===== src/rtl/ped_walk_controller.sv =====
// Per-approach pedestrian WALK / DONT_WALK sequencer driven by vehicle lights.
// Optional conflict monitor compiled in with `define PED_CONFLICT_MON_EN.
module ped_walk_controller #(
  parameter int unsigned WALK_CYCLES  = 8,
  parameter int unsigned FLASH_CYCLES = 6
) (
  input  logic       clk,
  input  logic       reset,
  input  logic [2:0] north_light,
  input  logic [2:0] west_light,
  input  logic [2:0] south_light,
  input  logic [2:0] east_light,
  input  logic [3:0] ped_btn,
  output logic [3:0] walk,
  output logic [3:0] dont_walk,
  output logic [3:0] ped_pending,
  output logic       fault
);

  typedef enum logic [1:0] {
    S_IDLE,
    S_WAIT,
    S_WALK,
    S_FLASH
  } state_e;

  localparam logic [7:0] WALK_LOAD  = 8'(WALK_CYCLES - 1);
  localparam logic [7:0] FLASH_LOAD = 8'(FLASH_CYCLES - 1);

  state_e     state_q [4];
  state_e     state_d [4];
  logic [7:0] cnt_q   [4];
  logic [7:0] cnt_d   [4];

  logic [3:0] g;
  logic [3:0] onset;
  logic [3:0] prev_g_q;
  logic [3:0] walk_q, walk_d;
  logic [3:0] dw_q, dw_d;
  logic [3:0] pend_q, pend_d;
  logic       hold;

  assign g = {east_light[0], south_light[0],
              west_light[0], north_light[0]};
  assign onset = g & ~prev_g_q;

`ifdef PED_CONFLICT_MON_EN
  logic fault_q, fault_d, viol;

  function automatic logic legal(input logic [2:0] l);
    return (l == 3'b100) || (l == 3'b010) || (l == 3'b001);
  endfunction

  always_comb begin
    viol = !legal(north_light) || !legal(west_light) ||
           !legal(south_light) || !legal(east_light) ||
           ($countones(g) > 1);
  end

  assign fault_d = fault_q | viol;
  // Force outputs on the same edge the flag sets.
  assign hold    = fault_d;
  assign fault   = fault_q;

  always_ff @(posedge clk or negedge reset) begin
    if (!reset) fault_q <= 1'b0;
    else        fault_q <= fault_d;
  end
`else
  logic unused_light_bits;
  assign unused_light_bits = ^{north_light[2:1], west_light[2:1],
                               south_light[2:1], east_light[2:1]};
  assign hold  = 1'b0;
  assign fault = 1'b0;
`endif

  always_ff @(posedge clk or negedge reset) begin
    if (!reset) begin
      for (int i = 0; i < 4; i++) begin
        state_q[i] <= S_IDLE;
        cnt_q[i]   <= '0;
      end
      prev_g_q <= '0;
      walk_q   <= '0;
      dw_q     <= 4'hF;
      pend_q   <= '0;
    end else begin
      for (int i = 0; i < 4; i++) begin
        state_q[i] <= state_d[i];
        cnt_q[i]   <= cnt_d[i];
      end
      prev_g_q <= g;
      walk_q   <= walk_d;
      dw_q     <= dw_d;
      pend_q   <= pend_d;
    end
  end

  always_comb begin
    pend_d = pend_q | ped_btn;
    for (int i = 0; i < 4; i++) begin
      state_d[i] = state_q[i];
      cnt_d[i]   = cnt_q[i];
      unique case (state_q[i])
        S_IDLE: begin
          if (pend_d[i]) state_d[i] = S_WAIT;
        end
        S_WAIT: begin
          if (onset[i]) begin
            state_d[i] = S_WALK;
            cnt_d[i]   = WALK_LOAD;
            pend_d[i]  = 1'b0;
          end
        end
        S_WALK: begin
          if (!g[i]) begin
            state_d[i] = S_IDLE;
          end else if (cnt_q[i] == 8'd0) begin
            state_d[i] = S_FLASH;
            cnt_d[i]   = FLASH_LOAD;
          end else begin
            cnt_d[i] = cnt_q[i] - 8'd1;
          end
        end
        S_FLASH: begin
          if (!g[i]) begin
            state_d[i] = S_IDLE;
          end else if (cnt_q[i] == 8'd0) begin
            state_d[i] = pend_d[i] ? S_WAIT : S_IDLE;
          end else begin
            cnt_d[i] = cnt_q[i] - 8'd1;
          end
        end
        default: state_d[i] = S_IDLE;
      endcase
      if (hold) begin
        state_d[i] = S_IDLE;
        cnt_d[i]   = '0;
        pend_d[i]  = 1'b0;
      end
    end
  end

  always_comb begin
    walk_d = '0;
    dw_d   = 4'hF;
    for (int i = 0; i < 4; i++) begin
      if (state_d[i] == S_WALK) begin
        walk_d[i] = 1'b1;
        dw_d[i]   = 1'b0;
      end else if (state_d[i] == S_FLASH) begin
        dw_d[i] = (state_q[i] == S_FLASH) ? ~dw_q[i] : 1'b1;
      end
    end
  end

  assign walk        = walk_q;
  assign dont_walk   = dw_q;
  assign ped_pending = pend_q;

endmodule


===== config.mk =====
export PLATFORM = sky130hd
export DESIGN_NAME = ped_walk_controller
export DESIGN_NICKNAME = d
export VERILOG_FILES = /design/src/rtl/ped_walk_controller.sv
export SDC_FILE = /design/constraint.sdc
export NUM_CORES = 1
export LEC_CHECK = 0
export BUFFER_PORTS_ARGS = -buffer_cell sky130_fd_sc_hd__buf_4
export CORE_MARGIN = 2
export CORE_UTILIZATION = 55
export DETAILED_ROUTE_END_ITERATION = 12
export GPL_TIMING_DRIVEN = 0
export PLACE_DENSITY = 0.82
export SYNTH_ARGS = -nofsm -noshare
export SYNTH_HDL_FRONTEND = slang
export SYNTH_SLANG_ARGS = --single-unit
export TNS_END_PERCENT = 20

===== constraint.sdc =====
create_clock -name clk -period 2.3 [get_ports clk]
set_input_delay 0.46 -clock clk [delete_from_list [all_inputs] [get_ports clk]]
set_output_delay 0.46 -clock clk [all_outputs]
set_load 0.005 [all_outputs]

Word-level counts from Yosys, hierarchy flattened. Index checks and enable logic that the tools add are counted.

Bits in registers: 56. Input port bits: 18. Output and inout port bits: 13. Word-level logic and storage cells: 155.

Add/subtract/negate cells: 4. Eq/ne operators: 36. Muxes and demuxes: 80. Bitwise gates (word level): 7. Reduce and logical (&&, ||, !) cells: 16.

Operators by type and width (number): $mux W8 (20); $pmux W8 S3 (4); $mux W2 (24); $eq A2 B2 Y1 const B (16); $logic_not A8 Y1 (4); $ne A2 B2 Y1 const B (16); $pmux W2 S4 (4); $sub A8 B1 Y8 const B (4); $mux W1 (28); $reduce_and A5 Y1 (4); $reduce_bool A3 Y1 (4); $eq A2 B1 Y1 const B (4); $logic_not A2 Y1 (4); $and A4 B4 Y4 (1); $not A1 Y1 (4); $not A4 Y4 (1); $or A4 B4 Y4 (1).

Depth between registers and ports, before layout.
Depth in word-level cells: 8. Depth in mapped cells: 8.

Worst setup path before layout. No wires, ideal clock.

Path kind: register -> register. Start point: register cnt_q[24] (netlist bit). End point: register cnt_q[25] (netlist bit). Setup time: 0.119 ns. Arrival: 1.960 ns. Data required time: 2.181 ns. Setup slack: 0.222 ns. Cell stages (with the launch flop): 9. Path buffers: 1. Period minus slack after synthesis: 2.078 ns. Path through: dfrtp_1 > inv_1 > ha_1 > or4b_1 > nor2_2 > a21oi_1 > or2_2 > clkbuf_1 > o21a_1.

Longest elaborated chain between the ends: 4.

Ends and longest elaborated chain: from (decl) (line 32) `logic [7:0] cnt_q [4];`; from (signal, indexed assignment) (line 90) `cnt_q[i] <= cnt_d[i];`; $sub A8 B1 Y8 / $logic_not A8 Y1 (equally long branches); $mux W8, on equally long branches (line 128, 118); $mux W8, on equally long branches (line 126, 116); $pmux W8 S3 (line 104) `unique case (state_q[i])`.

Several ways; a longest one is shown, not always the timed one. The select of a mux whose other input is x is not followed. A chain may end at the register's enable or synchronous reset.

Final worst setup path.
Start point: register state_q[2] (netlist bit). End point: register cnt_q[9] (netlist bit).

Longest elaborated chain between the ends: 3.

Ends and longest elaborated chain: from (decl) (line 30) `state_e state_q [4];`; from (signal, indexed assignment) (line 89) `state_q[i] <= state_d[i];`; $eq A2 B2 Y1 / $eq A2 B1 Y1 (equally long branches) (line 104); $ne A2 B2 Y1 (no line) / $reduce_bool A3 Y1 (equally long branches); $reduce_and A5 Y1 (no line).

Several ways; a longest one is shown, not always the timed one.

==> results.ini <==
[outcome]
status=finished clean

[synth]
synth-simple-area-share=0.2417
synth_top_family_by_area=simple AND/OR/NAND/NOR gates
synth_top_area_cell=dfrtp_1
yosys_warnings=0
yosysSeqAreaShare=0.4467
synth_cell_types=61
synthXorXnorAreaFrac=0.05008
ys.flop_type=dfrtp_1
post_synth_fa_ha_maj_area_fraction=0.06359
syn_inst=336
avgSynthCellArea_sq_um=9.369
synthArstFlopShare=1.000
synthMuxAreaShare=0.009936
syn_area_sq_um=3148
yosysTopAreaCellShare=0.4134
synth_seq_cells=56
ys_top_cells_by_area=dfrtp_1 41%, ha_1 6.4%, nor2_1 6.2%
synth_edf_count=0
synth_compound_area_frac=0.1459
synth_nets=370

[layout]
diodes=0
syn_to_final_growth_pct=13.39
most-common-layout-cells=51 x nor2_1, 51 x dfrtp_1, 26 x buf_4
nets=402
drive_gt1_frac=0.1680
stdcell_area_sq_um=3570

[critical_path]
crit_type=reg -> reg
r2r_slack_ns=0.08
worstPathMaxFanout=8
worstPathArrival_ns=2.42
crit_required_ns=2.49
r2r-start=state_q[2]
cp-start-kind=flip-flop
worstSetupEndpointType=flip-flop
rr_endpoint=cnt_q[9]
r2r_cells=6

[placement]
hpwlAfterDp_mm=4.294
routabilityCongestion=0.8465
placed_area_sq_um=3396
portBuffers=21

[floorplanning]
design.core.area_sq_um=5507
io_pins=31
die_area_sq_um=6345
rows=27
die_w_um=79.66
fp.dieH_um=79.66
initial_core_util=0.5717

[flow_run]
cap_violations=0

[global_route]
use_met2=0.3798
grt_max_degree=57
grt_util_met1=0.2500
met3_usage=0.03846
grt-busiest-layer=met2
grt_pass1_wl_mm=10.61
grt_usage=0.2068
antenna_found_initial=0
grt_remaining_overflow=0
grt_pass1_vias=2461

[clock_network]
cts_inserted_buffers=5
path_clk_slew_ns=0.11
cts-htree-levels=2
root_buffer=clkbuf_8
cts_tree=done
numClockSinks=56
clockBufferDepth=2
insertion_delay_ns=0.31

[timing]
hold_violations=0
clock_skew_ns=0.01164
post-route-min-period_ns=2.221
max_freq_ghz=0.4503
finalCritPeriodShare=0.9655
tightest_slew_ns=0.6838
setup_viol=0
rsz0062_at_grt=yes
whs_ns=0.1805
timing.slew.headroom=0.5442
slew_violations=0

[detailed_routing]
antenna_left=0
num_vias=2544
vias_per_cell=5.769
post_drt_wl_per_cell_um=13.90
drc=0
wirelength_mm=6.131
drtIter0Drc=109
dr.pass1.iters=4

[min_path]
min_path_type=in -> async

[power]
power.leakage_nw=1.586
ir_drop_uv=563.6
powerDensity_nw_per_um2=1071

-- metal layers --
layer / vias to the layer above / part of all wire
li1: 1261 / -
met5: - / 0
met3: 3 / 0.029
met4: 0 / 0.0029
met1: 1240 / 0.46
met2: 40 / 0.51
-- layout make-up --
cell class / instances / area, sq um
multi-input combinational: 247 / 1660
clock buffer: 5 / 68.82
clock inverter: 3 / 25.02
sequential: 56 / 1408
timing repair buffer: 25 / 187.7
buffer: 12 / 51.30
tap: 72 / 90.09
fill: 475 / 1937
inverter: 21 / 78.83
-- critical path: stages (launching register included) --
cell and delay [ns]:
dfrtp_1 0.42, inv_1 0.10, ha_1 0.30, or2_2 0.38, a221oi_4 0.42, nand2_1 0.18, mux2_2 0.31
-- state kept, by name (all words and copies together) (netlist names) --
signal and cells:
prev_g_q 4, ped_pending 4, cnt_q 32, state_q 8
dont_walk 4, walk 4
-- timing repair --
| action | 4_1_cts | 5_1_grt |
|---|---|---|
| gates resized for setup | 3 | 9 |
| hold buffers | 0 | 0 |
| setup buffers | 0 | 4 |
| endpoints found under the setup margin | 7 | 19 |
| pin swaps | 0 | 3 |
-- report_power, final --
group	leakage [nW]	switching, mW	internal (mW)	total (mW)
Clock	0.0452	0.342	0.223	0.565
Sequential	0.680	0.220	1.25	1.47
Combinational	0.861	1.01	0.780	1.79
Total	1.59	1.57	2.25	3.82
-- logic make-up (layout without fill, tap and decap cells) --
family          after synthesis  in the layout
compound gates               65             65
xor+xnor                     18             18
fa+ha+maj                    16             16
buf+inv                      33             66
flops                        56             56
mux                           3              3
other cells                   1              1
simple gates                144            144
-- metrics by stage --
| stage | power (mW) | TNS (ns) | util | std cells | worst slack, ns |
|---|---|---|---|---|---|
| after detailed placement | 3.083 | -0.09864 | 0.6167 | 429 | -0.03878 |
| after global placement | 3.017 | 0 | 0.6167 | 429 | 0.007990 |
| after global routing | 4.133 | -0.06154 | 0.6483 | 441 | -0.04899 |
| after floorplan | 2.637 | 0 | - | 336 | 0.2215 |
| after CTS | 3.728 | 0 | 0.6383 | 437 | 0.03228 |
| final | 3.824 | 0 | 0.6483 | 441 | 0.07941 |
-- synthesized netlist by cell type (4+ instances only) --
library cell and n:
dfrtp_1 52, nor2_1 52, inv_1 21, nand2_1 17, a21oi_1 16, ha_1 16, clkbuf_1 10, nand4_1 10
xor2_1 10, nor4_1 9, o21ai_0 9, nand3_1 8, xnor2_1 8, nor3_1 7, nand2b_1 6, a31oi_1 5
o22ai_1 5, and2_1 4, dfstp_2 4, or2_2 4, or3_1 4
-- worst max path at each step --
stage,slack (ns),from,end,cells after the start
global placement,0.008,state_q[4],cnt_q[16],8
CTS,0.03,cnt_q[24],walk[0],8
detailed placement,-0.04,cnt_q[10],cnt_q[12],4
global route,-0.05,state_q[4],cnt_q[16],8
finish,0.08,state_q[2],cnt_q[9],6
floorplan,0.22,cnt_q[24],cnt_q[25],8
(Power assumes the default switching activity.)
